<file path="src/rtl/mem_arb_pkg.sv">
// Shared types for the unified-memory arbiter: FSM state encoding and port indices.
package mem_arb_pkg;

  typedef enum logic {
    ARB_IDLE = 1'b0,
    ARB_BUSY = 1'b1
  } arb_state_t;

  localparam logic PORT_FETCH = 1'b0;
  localparam logic PORT_LS    = 1'b1;

endpackage

</file>
<file path="src/rtl/rr_arbiter2.sv">
// Two-way winner select: round-robin against the last granted port, or fixed
// priority to the fetch port when PRIO_FIXED is nonzero.
module rr_arbiter2
  import mem_arb_pkg::*;
#(
  parameter int PRIO_FIXED = 0
) (
  input  logic [1:0] i_req,
  input  logic       i_last,
  output logic       o_any,
  output logic       o_winner
);

  always_comb begin
    o_any    = |i_req;
    o_winner = PORT_FETCH;
    if (i_req == 2'b11) begin
      o_winner = (PRIO_FIXED != 0) ? PORT_FETCH : ~i_last;
    end else if (i_req[1]) begin
      o_winner = PORT_LS;
    end
  end

endmodule

</file>
<file path="src/rtl/mem_arbiter.sv">
// Arbitrates one single-port memory between instruction fetch (port 0) and load/store
// (port 1). Optional perf counters are built when MEM_ARB_PERF_EN is defined.
module mem_arbiter
  import mem_arb_pkg::*;
#(
  parameter int ADDR_W     = 16,
  parameter int DATA_W     = 16,
  parameter int READ_LAT   = 1,
  parameter int PRIO_FIXED = 0
) (
  input  logic              clk,
  input  logic              reset,
  input  logic              p0_req,
  input  logic              p0_we,
  input  logic [ADDR_W-1:0] p0_addr,
  input  logic [DATA_W-1:0] p0_wdata,
  output logic              p0_gnt,
  output logic              p0_rvalid,
  output logic [DATA_W-1:0] p0_rdata,
  input  logic              p1_req,
  input  logic              p1_we,
  input  logic [ADDR_W-1:0] p1_addr,
  input  logic [DATA_W-1:0] p1_wdata,
  output logic              p1_gnt,
  output logic              p1_rvalid,
  output logic [DATA_W-1:0] p1_rdata,
`ifdef MEM_ARB_PERF_EN
  output logic [31:0]       perf_gnt0,
  output logic [31:0]       perf_gnt1,
  output logic [31:0]       perf_conflict,
`endif
  output logic [ADDR_W-1:0] mem_addr,
  output logic              mem_we,
  output logic [DATA_W-1:0] mem_wd,
  input  logic [DATA_W-1:0] mem_rd
);

  localparam int CNT_W = (READ_LAT > 1) ? $clog2(READ_LAT) : 1;
  localparam logic [CNT_W-1:0] LAT_INIT = CNT_W'(READ_LAT - 1);

  arb_state_t        r_state;
  arb_state_t        w_nextState;
  logic [CNT_W-1:0]  r_latCnt;
  logic [CNT_W-1:0]  w_nextCnt;
  logic              r_owner;
  logic              r_last;
  logic              r_rvPend;
  logic [DATA_W-1:0] r_rdata0;
  logic [DATA_W-1:0] r_rdata1;

  logic w_any;
  logic w_winner;
  logic w_done;
  logic w_grant;
  logic w_winWe;
  logic w_readGrant;
  logic w_rvalid;

  rr_arbiter2 #(
    .PRIO_FIXED(PRIO_FIXED)
  ) u_arb (
    .i_req   ({p1_req, p0_req}),
    .i_last  (r_last),
    .o_any   (w_any),
    .o_winner(w_winner)
  );

  // The last BUSY cycle (count at zero) is the rvalid cycle and also admits a new grant.
  assign w_done      = (r_state == ARB_BUSY) && (r_latCnt == '0);
  assign w_grant     = reset && w_any && ((r_state == ARB_IDLE) || w_done);
  assign w_winWe     = w_winner ? p1_we : p0_we;
  assign w_readGrant = w_grant && !w_winWe;
  assign w_rvalid    = (READ_LAT == 1) ? r_rvPend : w_done;

  always_ff @(posedge clk or negedge reset) begin
    if (!reset) begin
      r_state  <= ARB_IDLE;
      r_latCnt <= '0;
      r_owner  <= PORT_FETCH;
      r_last   <= PORT_LS;
      r_rvPend <= 1'b0;
      r_rdata0 <= '0;
      r_rdata1 <= '0;
    end else begin
      r_state  <= w_nextState;
      r_latCnt <= w_nextCnt;
      r_rvPend <= (READ_LAT == 1) ? w_readGrant : 1'b0;
      if (w_readGrant) begin
        r_owner <= w_winner;
      end
      if (w_grant) begin
        r_last <= w_winner;
      end
      if (w_rvalid && !r_owner) begin
        r_rdata0 <= mem_rd;
      end
      if (w_rvalid && r_owner) begin
        r_rdata1 <= mem_rd;
      end
    end
  end

  always_comb begin
    w_nextState = r_state;
    w_nextCnt   = r_latCnt;
    case (r_state)
      ARB_IDLE: begin
        if (w_readGrant && (READ_LAT > 1)) begin
          w_nextState = ARB_BUSY;
          w_nextCnt   = LAT_INIT;
        end
      end
      ARB_BUSY: begin
        if (r_latCnt != '0) begin
          w_nextCnt = r_latCnt - CNT_W'(1);
        end else if (w_readGrant && (READ_LAT > 1)) begin
          w_nextCnt = LAT_INIT;
        end else begin
          w_nextState = ARB_IDLE;
        end
      end
      default: begin
        w_nextState = ARB_IDLE;
        w_nextCnt   = '0;
      end
    endcase
  end

  // The memory bus idles at zero whenever no grant is issued.
  always_comb begin
    p0_gnt    = w_grant && (w_winner == PORT_FETCH);
    p1_gnt    = w_grant && (w_winner == PORT_LS);
    p0_rvalid = w_rvalid && (r_owner == PORT_FETCH);
    p1_rvalid = w_rvalid && (r_owner == PORT_LS);
    p0_rdata  = p0_rvalid ? mem_rd : r_rdata0;
    p1_rdata  = p1_rvalid ? mem_rd : r_rdata1;
    mem_we    = w_grant && w_winWe;
    mem_addr  = '0;
    mem_wd    = '0;
    if (w_grant) begin
      mem_addr = w_winner ? p1_addr : p0_addr;
      mem_wd   = w_winner ? p1_wdata : p0_wdata;
    end
  end

`ifdef MEM_ARB_PERF_EN
  logic [31:0] r_perfGnt0;
  logic [31:0] r_perfGnt1;
  logic [31:0] r_perfConflict;
  logic        w_conflict;

  assign w_conflict = ((r_state == ARB_IDLE) && p0_req && p1_req) ||
                      ((r_state == ARB_BUSY) && (p0_req || p1_req));

  always_ff @(posedge clk or negedge reset) begin
    if (!reset) begin
      r_perfGnt0     <= '0;
      r_perfGnt1     <= '0;
      r_perfConflict <= '0;
    end else begin
      if (p0_gnt && (r_perfGnt0 != '1)) begin
        r_perfGnt0 <= r_perfGnt0 + 32'd1;
      end
      if (p1_gnt && (r_perfGnt1 != '1)) begin
        r_perfGnt1 <= r_perfGnt1 + 32'd1;
      end
      if (w_conflict && (r_perfConflict != '1)) begin
        r_perfConflict <= r_perfConflict + 32'd1;
      end
    end
  end

  assign perf_gnt0     = r_perfGnt0;
  assign perf_gnt1     = r_perfGnt1;
  assign perf_conflict = r_perfConflict;
`endif

endmodule

</file>
<file path="config.mk">
export PLATFORM = sky130hd
export DESIGN_NAME = mem_arbiter
export DESIGN_NICKNAME = d
export VERILOG_FILES = /design/src/rtl/mem_arb_pkg.sv /design/src/rtl/rr_arbiter2.sv /design/src/rtl/mem_arbiter.sv
export SDC_FILE = /design/constraint.sdc
export NUM_CORES = 1
export LEC_CHECK = 0
export ABC_CLOCK_PERIOD_IN_PS = 2290
export CORE_AREA = 8 8 64 66
export CTS_CLUSTER_DIAMETER = 150
export DETAILED_ROUTE_END_ITERATION = 10
export DIE_AREA = 0 0 72 74
export DONT_BUFFER_PORTS = 1
export PLACE_DENSITY = 0.79
export SYNTH_ARGS = -nofsm -noshare
export SYNTH_HDL_FRONTEND = slang
export SYNTH_SLANG_ARGS = --single-unit
</file>
<file path="constraint.sdc">
create_clock -name clk -period 2.29 [get_ports clk]
set_clock_uncertainty 0.2 [all_clocks]
set_input_delay 0.229 -clock clk [delete_from_list [all_inputs] [get_ports clk]]
set_output_delay 0.229 -clock clk [all_outputs]
set_load 0.01 [all_outputs]
</file>
==> metrics <==
Syn Area/Cell 11.7 um^2; vias in the first global route 1502; crit path DAT 1710 ps; Wirelength per Cell 24.9 um; detailed placement HPWL 4.18 mm; CTS tree built; die area 5330 um^2; simple-gate portion of the synthesized area 0.0736; hold depth 2; Reg clk slew, reported paths 90 ps; critical-path cell list a21boi_4 -> and2_4 -> a22o_1; area leader, netlist dfrtp_1; DRC errors left 0; max-cap check violation count 0; mux share of post-synthesis cell area 0.224; routed wire length 5.68 mm; Worst VDD drop 442 uV; Die Wd 72 um; Crit-path slowest cell dfstp_2; fin. max-slew vios 0; clock tree buffer depth 2; root buf cell clkbuf_4; Yosys warning count 0; share of layout cells above drive strength 1 0.269; DRT antenna net count 0; syn_nets 240; Place WS 514 ps; post-synthesis instance area 1800 um^2; Syn Inst Count 154; clock sink count 35; Iter 0 DRT Violations 54; Placeable Area 3180 um^2; Port-buffer cells 0; sequential area share after synthesis 0.486; final setup margin 155 ps; PwrDens 878 nW/um^2; status finished clean; Area contributors post-synth dfrtp_1 (47%), mux2_2 (14%), a22o_1 (9.2%); placed cells 193; Tcrit/Tclk final 0.932; setup tns final 0 ps; type of the most critical hold path in2reg; Final Hold Vio Count 0; Tot GR Track Use 0.195; crit path launch type register; Syn-to-layout area delta 19.6%; Tmin final 2130 ps; critical path peak fanout 21; ANT cells 0; CP endpoint kind primary output; Worst-Margin Slew 638 ps; R2R Path Start r_last; post-synthesis xor/xnor area fraction 0; largest net degree at the start of global routing 39; post-CTS setup buffer count 0; Placement Rows 21; leakage 0.994 nW; vias per inst 6.02; total grt overflow 0; reg2reg setup slack 440 ps; final non-filler cell total 228; Initial Utilization 0.567; Worst path depth 3; Num CTS Buffers 5; Rel. slew slack 0.574; Final Hold Slack 66.2 ps; via count 1372; initial antenna violation count 0; crit-path max cell delay 410 ps; largest family of logic cells by synthesized area multiplexers; Critical Path Source r_last; fmax 468 MHz; worst r2r path cells 4; critical path class reg2out; timing endpoint of the critical path mem_wd[5]; reg2reg end r_owner; H-Tree Depth 2; Die Y 74 um; commonest non-fill, non-tap cells in the layout dfrtp_1 (34), nand2_1 (27), dlygate4sd3_1 (24); I/O pin cnt 155; Distinct cells, synth 23; Buffers & Inverters on Critical Path 0; Adder-Cell Fraction of Synth Area 0; Total Nets Final 267; RSZ-0062 raised after global routing no; Initial DRT Pass Iterations 4; GP Congestion 0.811; complex-gate fraction of the synthesized area 0.162; share of the synthesized area in the top cell type 0.472; Final Setup Violations 0; clock latency on the worst-skew pair 320 ps; commonest non-fill, non-tap cell in the layout dfrtp_1; Yosys reg bits 35; CP Data Required Time 1860 ps; first-pass GRT wire length 7.96 mm; CP top delay family compound AO/OA/AOI/OAI gates
[through the flow]
stage	cell area [um^2]	power, W	utilization
5_1_grt	2160	0.00200	0.678
4_1_cts	2100	0.00189	0.659
3_3_place_gp	1810	0.00150	0.568
2_1_floorplan	1800	0.00142	-
6_report	2160	0.00189	0.678
3_5_place_dp	1810	0.00153	0.568
[worst register-to-register path, cell delays in order (launching register included)]
cell,delay (ps)
dfstp_2,410
a21boi_4,360
a31oi_1,150
a21oi_1,120
dlygate4sd3_1,560
[Yosys cell counts]
| cell | number |
|---|---|
| nand2_1 | 27 |
| dfstp_2 | 1 |
| inv_1 | 5 |
| nand2_2 | 1 |
| mux2_4 | 9 |
| a22o_1 | 19 |
| dfrtp_1 | 34 |
| nor2b_1 | 1 |
| a21oi_1 | 14 |
| mux2i_1 | 1 |
| o21ai_1 | 1 |
| a31oi_1 | 1 |
| buf_6 | 4 |
| a21oi_2 | 1 |
| buf_2 | 5 |
| and2_4 | 1 |
| a21bo_2 | 1 |
| a21boi_4 | 1 |
| nor2_1 | 1 |
| a21o_1 | 1 |
| buf_4 | 1 |
| nand2b_1 | 1 |
| mux2_2 | 23 |
[report_power, final]
group | total (W) | switching [W] | internal [W]
registers | 0.000898 | 0.0000677 | 0.000830
logic | 0.000692 | 0.000398 | 0.000294
clock network | 0.000303 | 0.000183 | 0.000120
total | 0.00189 | 0.000649 | 0.00124
[state kept, by name, summed over array words and instances (netlist names)]
name / count
r_rdata0: 16
r_rdata1: 16
r_last: 1
r_owner: 1
r_rvPend: 1
[layer usage]
layer  vias to the layer above  routed length [um]  track usage  part of all wire
li1                        603                   -            -                 -
met1                       663                2000        0.212              0.35
met2                       100                3060        0.346              0.54
met3                         6                 554       0.0728             0.098
met4                         0                  60       0.0612             0.011
met5                         -                   0            0                 0
[logic make-up (layout without fill, tap and decap cells)]
| family | count (synthesis) | count (layout) |
|---|---|---|
| buf+inv | 15 | 43 |
| compound gates | 39 | 39 |
| flops | 35 | 35 |
| simple gates | 32 | 32 |
| mux | 33 | 33 |
[layout make-up]
cell class              instances  area (um^2)
clock buffers                   7         45.0
clock inverters                 1         5.00
fillers                       235         1020
inverters                       5         18.8
multi-input cells             104          830
flip-flops and latches         35          877
well taps                      46         57.6
repair buffers                 30          324
[what timing repair did]
item,in CTS,in global routing
hold buffers,23,3
resized for setup,0,2
setup endpoints to repair,0,19
endpoints found under the hold margin,70,34
[worst min-delay path by stage]
stage               start          end  slack [ps]
finish              reset       r_last          70
floorplan           reset      r_owner        -270
global route        reset       r_last          60
global placement    reset  r_rdata1[9]        -270
CTS                 reset       r_last          50
detailed placement  reset  r_rdata1[9]        -270
Note: power is estimated with default switching activity, not from simulation.
